**src/rtl/btn_debounce_pkg.sv**
```systemverilog
// Shared types for the button debouncer: FSM state encoding and default filter length.
package btn_debounce_pkg;

    // Default qualification length: 10 ms at 100 MHz with sample_en tied high.
    localparam int unsigned DEFAULT_STABLE_CNT = 1_000_000;

    // LO/HI in the name is the debounced level held in (or leaving) that state.
    typedef enum logic [1:0] {
        StIdleLo = 2'd0,
        StWaitHi = 2'd1,
        StIdleHi = 2'd2,
        StWaitLo = 2'd3
    } state_e;

endpackage

```
**src/rtl/btn_debounce_if.sv**
```systemverilog
// Button-side bundle: raw pin and sample qualifier in, debounced level and busy flag out.
interface btn_debounce_if;

    logic btn_in;
    logic sample_en;
    logic db_level;
    logic busy;

    // Drives the pin and prescaler strobe, observes the filtered result.
    modport master (
        output btn_in,
        output sample_en,
        input  db_level,
        input  busy
    );

    // The debouncer itself.
    modport slave (
        input  btn_in,
        input  sample_en,
        output db_level,
        output busy
    );

endinterface

```
**src/rtl/btn_debounce_sync_2ff.sv**
```systemverilog
// Two-flop synchroniser with synchronous reset for asynchronous external pins.
module btn_debounce_sync_2ff (
    input  logic clk,
    input  logic rst,
    input  logic i_d,
    output logic o_q
);

    logic r_sync1;
    logic r_sync2;

    // Shift the pin through two flops every clock; reset forces both low.
    always_ff @(posedge clk) begin
        if (rst) begin
            r_sync1 <= 1'b0;
            r_sync2 <= 1'b0;
        end else begin
            r_sync1 <= i_d;
            r_sync2 <= r_sync1;
        end
    end

    assign o_q = r_sync2;

endmodule

```
**src/rtl/btn_debounce.sv**
```systemverilog
// Debouncer: synchronise the raw pin, then require STABLE_CNT consecutive qualified
// samples of a new level before the registered output follows it.
module btn_debounce
    import btn_debounce_pkg::*;
#(
    parameter int unsigned STABLE_CNT = DEFAULT_STABLE_CNT
) (
    input  logic          clk,
    input  logic          rst,
    btn_debounce_if.slave bus
);

    localparam int unsigned     CNT_W   = $clog2(STABLE_CNT);
    localparam logic [CNT_W-1:0] CNT_MAX = CNT_W'(STABLE_CNT - 1);

    logic             w_sync;
    state_e           r_state;
    logic [CNT_W-1:0] r_cnt;
    logic             r_db_level;
    logic             r_busy;

    btn_debounce_sync_2ff u_sync (
        .clk (clk),
        .rst (rst),
        .i_d (bus.btn_in),
        .o_q (w_sync)
    );

    // Qualification FSM; db_level and busy are registered alongside the state so both
    // outputs come straight from flops. The counter is cleared on every state change.
    always_ff @(posedge clk) begin
        if (rst) begin
            r_state    <= StIdleLo;
            r_cnt      <= '0;
            r_db_level <= 1'b0;
            r_busy     <= 1'b0;
        end else begin
            case (r_state)
                StIdleLo: begin
                    if (w_sync) begin
                        r_state <= StWaitHi;
                        r_cnt   <= '0;
                        r_busy  <= 1'b1;
                    end
                end
                StWaitHi: begin
                    // Samples between enables are ignored, so state and count hold.
                    if (bus.sample_en) begin
                        if (!w_sync) begin
                            r_state <= StIdleLo;
                            r_cnt   <= '0;
                            r_busy  <= 1'b0;
                        end else if (r_cnt == CNT_MAX) begin
                            r_state    <= StIdleHi;
                            r_cnt      <= '0;
                            r_db_level <= 1'b1;
                            r_busy     <= 1'b0;
                        end else begin
                            r_cnt <= r_cnt + CNT_W'(1);
                        end
                    end
                end
                StIdleHi: begin
                    if (!w_sync) begin
                        r_state <= StWaitLo;
                        r_cnt   <= '0;
                        r_busy  <= 1'b1;
                    end
                end
                StWaitLo: begin
                    if (bus.sample_en) begin
                        if (w_sync) begin
                            r_state <= StIdleHi;
                            r_cnt   <= '0;
                            r_busy  <= 1'b0;
                        end else if (r_cnt == CNT_MAX) begin
                            r_state    <= StIdleLo;
                            r_cnt      <= '0;
                            r_db_level <= 1'b0;
                            r_busy     <= 1'b0;
                        end else begin
                            r_cnt <= r_cnt + CNT_W'(1);
                        end
                    end
                end
                default: begin
                    r_state    <= StIdleLo;
                    r_cnt      <= '0;
                    r_db_level <= 1'b0;
                    r_busy     <= 1'b0;
                end
            endcase
        end
    end

    assign bus.db_level = r_db_level;
    assign bus.busy     = r_busy;

endmodule

```
**src/flat_wrapper.sv**
```systemverilog
// flat-port wrapper written by rule: the top's interface ports become plain ports
module btn_debounce_flat import btn_debounce_pkg::*;
#(
    parameter int unsigned STABLE_CNT = DEFAULT_STABLE_CNT
)
  (clk, rst, bus_btn_in, bus_sample_en, bus_db_level, bus_busy);
  btn_debounce_if bus_i ();
  input  logic clk;
  input  logic rst;
  input wire logic [$bits(bus_i.btn_in)-1:0] bus_btn_in;
  input wire logic [$bits(bus_i.sample_en)-1:0] bus_sample_en;
  output wire logic [$bits(bus_i.db_level)-1:0] bus_db_level;
  output wire logic [$bits(bus_i.busy)-1:0] bus_busy;
  assign bus_i.btn_in = bus_btn_in;
  assign bus_i.sample_en = bus_sample_en;
  assign bus_db_level = bus_i.db_level;
  assign bus_busy = bus_i.busy;
  btn_debounce #(.STABLE_CNT(STABLE_CNT)) u_core (.clk(clk), .rst(rst), .bus(bus_i));
endmodule
```
**config.mk**
```make
export PLATFORM = sky130hd
export DESIGN_NAME = btn_debounce_flat
export DESIGN_NICKNAME = d
export VERILOG_FILES = /design/src/rtl/btn_debounce_pkg.sv /design/src/rtl/btn_debounce_if.sv /design/src/rtl/btn_debounce_sync_2ff.sv /design/src/rtl/btn_debounce.sv /design/src/flat_wrapper.sv
export SDC_FILE = /design/constraint.sdc
export NUM_CORES = 1
export LEC_CHECK = 0
export ABC_AREA = 1
export CORE_ASPECT_RATIO = 1.5
export CORE_MARGIN = 10
export CORE_UTILIZATION = 61
export CTS_BUF_LIST = sky130_fd_sc_hd__clkbuf_4 sky130_fd_sc_hd__clkbuf_8
export DETAILED_ROUTE_END_ITERATION = 16
export PLACE_DENSITY = 0.8
export SLEW_MARGIN = 30
export SYNTH_ARGS = -nofsm -noshare
export SYNTH_HDL_FRONTEND = slang
export SYNTH_SLANG_ARGS = --single-unit
```
**constraint.sdc**
```tcl
create_clock -name clk -period 3.16 [get_ports clk]
set_input_delay 0.632 -clock clk [delete_from_list [all_inputs] [get_ports clk]]
set_output_delay 0.632 -clock clk [all_outputs]
set_load 0.005 [all_outputs]
```
# Word level (Yosys, flattened, before mapping)
# Cells that the tools add are included.
[word_totals]
regBits = 26
elab_cells = 58
output_inout_bits = 2
inputBits = 4
[op_classes]
add_sub_neg = 1
n_eq_ne = 14
muxes = 32
reduce_logical = 5
[op_table]
columns = ["operator", "count"]
rows = [
  ["$mux W20", 7],
  ["$pmux W20 S4", 1],
  ["$add A20 B1 Y20 const B", 1],
  ["$eq A20 B20 Y1 const B", 1],
  ["$mux W2", 8],
  ["$mux W1", 13],
  ["$ne A2 B2 Y1 const B", 6],
  ["$pmux W2 S4", 1],
  ["$reduce_and A7 Y1", 1],
  ["$ne A3 B2 Y1 const B", 2],
  ["$reduce_and A6 Y1", 1],
  ["$eq A2 B2 Y1 const B", 2],
  ["$ne A2 B1 Y1 const B", 2],
  ["$pmux W1 S4", 1],
  ["$reduce_and A4 Y1", 1],
  ["$eq A2 B1 Y1 const B", 1],
  ["$logic_not A2 Y1", 1],
  ["$pmux W1 S2", 1],
  ["$reduce_bool A2 Y1", 1],
]

# Logic depth before layout (Yosys ltp)
[logic_depth]
word_depth = 5
mapped_depth = 12
mapped_depth_nobuf = 12

# Modules after synthesis
# A second synthesis with hierarchy kept.
[hier_totals]
hier_cells = 222
area_unflattened_um2 = 1475.2
[modules_own_cells]
columns = ["mod", "area_per_inst_um2", "cells_each", "instances"]
rows = [
  ["btn_debounce", 1420.1, 216, 1],
  ["btn_debounce_sync_2ff", 55.1, 6, 1],
]

# Worst setup path before layout
# No wires, ideal clock.
[synth_timing]
path_kind = "flip-flop to flip-flop"
startpoint = "reg u_core.r_cnt[0]"
endpoint = "reg u_core.r_cnt[13]"
stages_incl_launch_ff = 10
arrival_ps = 1375
period_less_slack_ps = 1487
path_slack_ps = 1673
path_buffers = 1
setup_ps = 112
cell_sequence = "dfxtp_1 ha_1 nand3_1 nor2_1 nand3_1 o21ai_2 nand2_4 nand2_4 buf_8 nor2_1"
[synth_via]
elab_chain_len = 5
[synth_lines]
columns = ["item", "line", "rtl"]
rows = [
  ["start: declaration", "btn_debounce.sv:18", "logic [CNT_W-1:0] r_cnt;"],
  ["start signal: assignment", "btn_debounce.sv:59", "r_cnt <= r_cnt + CNT_W'(1);"],
  ["start signal: assignment", "btn_debounce.sv:82", "r_cnt <= r_cnt + CNT_W'(1);"],
  ["$add A20 B1 Y20 / $eq A20 B20 Y1 (equally long branches)", "-", ""],
  ["$mux W20 *", "btn_debounce.sv:53, btn_debounce.sv:76", ""],
  ["$mux W20, on equally long branches", "btn_debounce.sv:72, btn_debounce.sv:49", ""],
  ["$mux W20, on equally long branches", "btn_debounce.sv:71, btn_debounce.sv:48", ""],
  ["$pmux W20 S4 *", "btn_debounce.sv:38", "case (r_state)"],
]
# Mark *: on every way between the ends. The rest lies on a longest branch, timed or not. The select of a mux whose other input is x is not followed.
# A chain may end at the register's enable or synchronous reset.

# Final worst setup path
[layout_timing]
startpoint = "reg u_core.r_busy (netlist: u_core.bus.busy)"
endpoint = "out bus_busy"
[layout_lines]
columns = ["item", "line", "rtl"]
rows = [
  ["start: declaration", "btn_debounce.sv:20", "logic r_busy;"],
  ["start signal: assignment", "btn_debounce.sv:36", "r_busy <= 1'b0;"],
  ["start signal: assignment", "btn_debounce.sv:43", "r_busy <= 1'b1;"],
  ["start signal: assignment", "btn_debounce.sv:52", "r_busy <= 1'b0;"],
  ["end: declaration", "flat_wrapper.sv:13", "output wire logic [$bits(bus_i.busy)-1:0] bus_busy;"],
]
# No word-level cell between the ends.

==> results.sh <==
export IMPL_fmax_mhz=554
export IMPL_path_cells="clkdlybuf4s50_1"
export IMPL_ir_drop_mv=0.306
export IMPL_hp_class="reg2reg"
export IMPL_r2r_cells=8
export IMPL_worst_path_max_fanout=2
export IMPL_pwr_share_seq_pct=63.2
export IMPL_synthCells=225
export IMPL_crit_buf_inv=1
export IMPL_syn_nets=230
export IMPL_synthMuxAreaShare_pct=0
export IMPL_start_util_pct=63.0
export IMPL_p_clk_share_pct=26.0
export IMPL_critPathCaptureType="output port"
export IMPL_slowest_stage="clkdlybuf4s50_1"
export IMPL_setup_viol=0
export IMPL_dr_pass1_iters=5
export IMPL_min_period_ns=1.80
export IMPL_critPathKind="reg2out"
export IMPL_slew_viol_final=0
export IMPL_max_stage_delay_ns=0.51
export IMPL_path_clk_slew_ns=0.13
export IMPL_synth_top_family_by_area="simple AND/OR/NAND/NOR gates"
export IMPL_synth_simple_area_share_pct=45.6
export IMPL_grt_pass1_wl_um=6240
export IMPL_seq_area_sq_um=520
export IMPL_cts_tree="done"
export IMPL_drcViolationCount=0
export IMPL_synth_compound_area_share_pct=7.70
export IMPL_io_pins=6
export IMPL_insertedDiodeCount=0
export IMPL_ant_nets=0
export IMPL_fillers=227
export IMPL_synth_xor_xnor_area_share_pct=1.72
export IMPL_core_area_sq_mm=0.00242
export IMPL_hpwl_um=2840
export IMPL_fp_dieW_um=60.8
export IMPL_ys_ff_latch=26
export IMPL_die_h_um=81.3
export IMPL_numCtsBuffers=3
export IMPL_ys_warnings_count=0
export IMPL_outcome="finished, final reports clean"
export IMPL_final_common_cell="nand2_1"
export IMPL_final_util_pct=66.2
export IMPL_netlist_area_sq_mm=0.00153
export IMPL_port_buffers=5
export IMPL_grt_total_usage_pct=15.8
export IMPL_routed_wl_um=3570
export IMPL_drtIter0Drc=54
export IMPL_combPwrFrac_pct=10.9
export IMPL_cts_root_buf="clkbuf_4"
export IMPL_crit_family="buffers and inverters"
export IMPL_via_per_inst=5.69
export IMPL_cts_resized_gates=0
export IMPL_worst_pin_slew_ns=0.437
export IMPL_areaGrowthSynthToFinish_pct=5.00
export IMPL_crit_required_ns=2.53
export IMPL_std_cell_rows=22
export IMPL_drive_gt1_share_pct=12.1
export IMPL_power_density_mw_per_mm2=333
export IMPL_ctsHoldBuffers=0
export IMPL_period_share_pct=57.1
export IMPL_final_cell_mix="nand2_1 (45), nor2_1 (39), inv_1 (28)"
export IMPL_routed_via_count=1452
export IMPL_switchingPower_uw=139
export IMPL_syn_area_per_cell_sq_um=6.78
export IMPL_swShare_pct=26.0
export IMPL_ys_seq_area_share_pct=34.1
export IMPL_synth_fa_ha_area_share_pct=0.820
export IMPL_die_area_sq_mm=0.00494
export IMPL_grt_max_degree=16
export IMPL_clock_sinks=26
export IMPL_grt_pass1_vias=1412
export IMPL_path_depth=1
export IMPL_cp_start_kind="flop"
export IMPL_whs_path_depth=2
export IMPL_nets=238
export IMPL_worstSkewPairLatency_ns=0.31
export IMPL_leakage_uw=0.000601
export IMPL_fin_setup_tns_ns=0
export IMPL_finClkSkew_ns=0.00579
export IMPL_rsz0062_at_grt="no"
export IMPL_grt_overflow=0
export IMPL_cap_violations=0
export IMPL_cts_setup_buffers=0
export IMPL_post_drt_wl_per_cell_um=14.0
export IMPL_final_hold_viol_count=0
export IMPL_slew_headroom_pct=70.7
export IMPL_p_int_uw=395
export IMPL_multi_input_area_sq_um=852
export IMPL_grt_antenna_before_repair=0
export IMPL_ys_types=32
export IMPL_place_gp_congestion=0.957
export IMPL_clockBufferDepth=2
export IMPL_htreeDepth=1
export IMPL_arrival_ns=1.17
-- state kept, by name (all words and copies together) (netlist names), named ones only --
name	flops
u_core.u_sync.r_sync1	1
u_core.bus.db_level	1
u_core.bus.busy	1
u_core.r_cnt	20
u_core.r_state	1
u_core.u_sync.o_q	1
-- power groups by stage --
stage               Clock [uW]  Combinational (uW)  Sequential (uW)
global route               157                63.9              338
detailed placement           0                58.3              344
global placement             0                57.2              344
CTS                        141                58.4              337
finish                     138                58.1              337
floorplan                    0                47.1              343
-- final cells by class --
type / count / area share (%)
Clock buffer: 3 / 1.41
Multi-Input combinational cell: 163 / 53.2
Timing Repair Buffer: 5 / 3.12
Inverter: 34 / 7.96
Sequential cell: 26 / 32.5
Tap cell: 24 / 1.87
-- kinds of logic after synthesis --
kind of cell / after synthesis
flops: 26
compound gates: 18
simple gates: 141
xor+xnor: 3
buf+inv: 36
fa+ha+maj: 1
-- synth_stat cells --
cell | count | area share, %
xor2_1 | 3 | 1.7
nand2_8 | 1 | 1.3
dfxtp_1 | 26 | 34
nand2_2 | 2 | 0.82
nand2_1 | 45 | 11
and3_1 | 1 | 0.41
o2111ai_1 | 1 | 0.57
buf_8 | 1 | 0.98
inv_1 | 28 | 6.9
o21bai_1 | 2 | 0.98
clkinv_1 | 1 | 0.25
nor3_2 | 3 | 2.0
and2_1 | 1 | 0.41
or2_1 | 1 | 0.41
nor3b_2 | 1 | 0.82
nor3_1 | 12 | 3.9
nand4_1 | 6 | 2.5
a21oi_1 | 6 | 2.0
nor3_4 | 1 | 1.1
o21ai_1 | 1 | 0.33
nand3b_1 | 1 | 0.49
o21ai_0 | 3 | 0.98
inv_2 | 5 | 1.2
nand2_4 | 3 | 2.2
nor2_2 | 3 | 1.2
o21ai_2 | 2 | 1.1
buf_6 | 1 | 0.74
a21oi_2 | 3 | 1.7
nand4_2 | 1 | 0.82
nand3_1 | 20 | 6.6
nor2_1 | 39 | 9.6
ha_1 | 1 | 0.82
-- worst paths after layout --
path | startpoint | endpoint | slack [ns]
max | u_core.bus.busy | bus_busy | 1.36
min | u_core.u_sync.r_sync1 | u_core.u_sync.o_q | 0.43
max reg2reg | u_core.r_cnt[1] | u_core.r_cnt[9] | 1.37
min reg2reg | u_core.u_sync.r_sync1 | u_core.u_sync.o_q | 0.43
-- stage by stage --
| stage | setup WS (ns) | power [uW] | hold WS [ns] | std cells | cell area [sq um] |
|---|---|---|---|---|---|
| 4_1_cts | 1.34 | 537 | 0.428 | 255 | 1600 |
| 2_1_floorplan | 1.67 | 391 | 0.388 | 225 | 1530 |
| 5_1_grt | 1.22 | 559 | 0.459 | 255 | 1600 |
| 3_3_place_gp | 1.14 | 401 | 0.395 | 252 | 1580 |
| 3_5_place_dp | 1.08 | 403 | 0.408 | 252 | 1580 |
| 6_report | 1.36 | 534 | 0.427 | 255 | 1600 |
-- layer usage --
| layer | part of all wire, % | up-vias | global-route usage, % | routed length, um |
|---|---|---|---|---|
| met3 | 3.6 | 9 | 2.34 | 130 |
| met5 | 0 | - | 0 | 0 |
| met1 | 41 | 666 | 18.1 | 1470 |
| met4 | 2.5 | 0 | 5.51 | 88 |
| li1 | - | 740 | - | - |
| met2 | 53 | 37 | 28.4 | 1890 |
(Power assumes the default switching activity.)
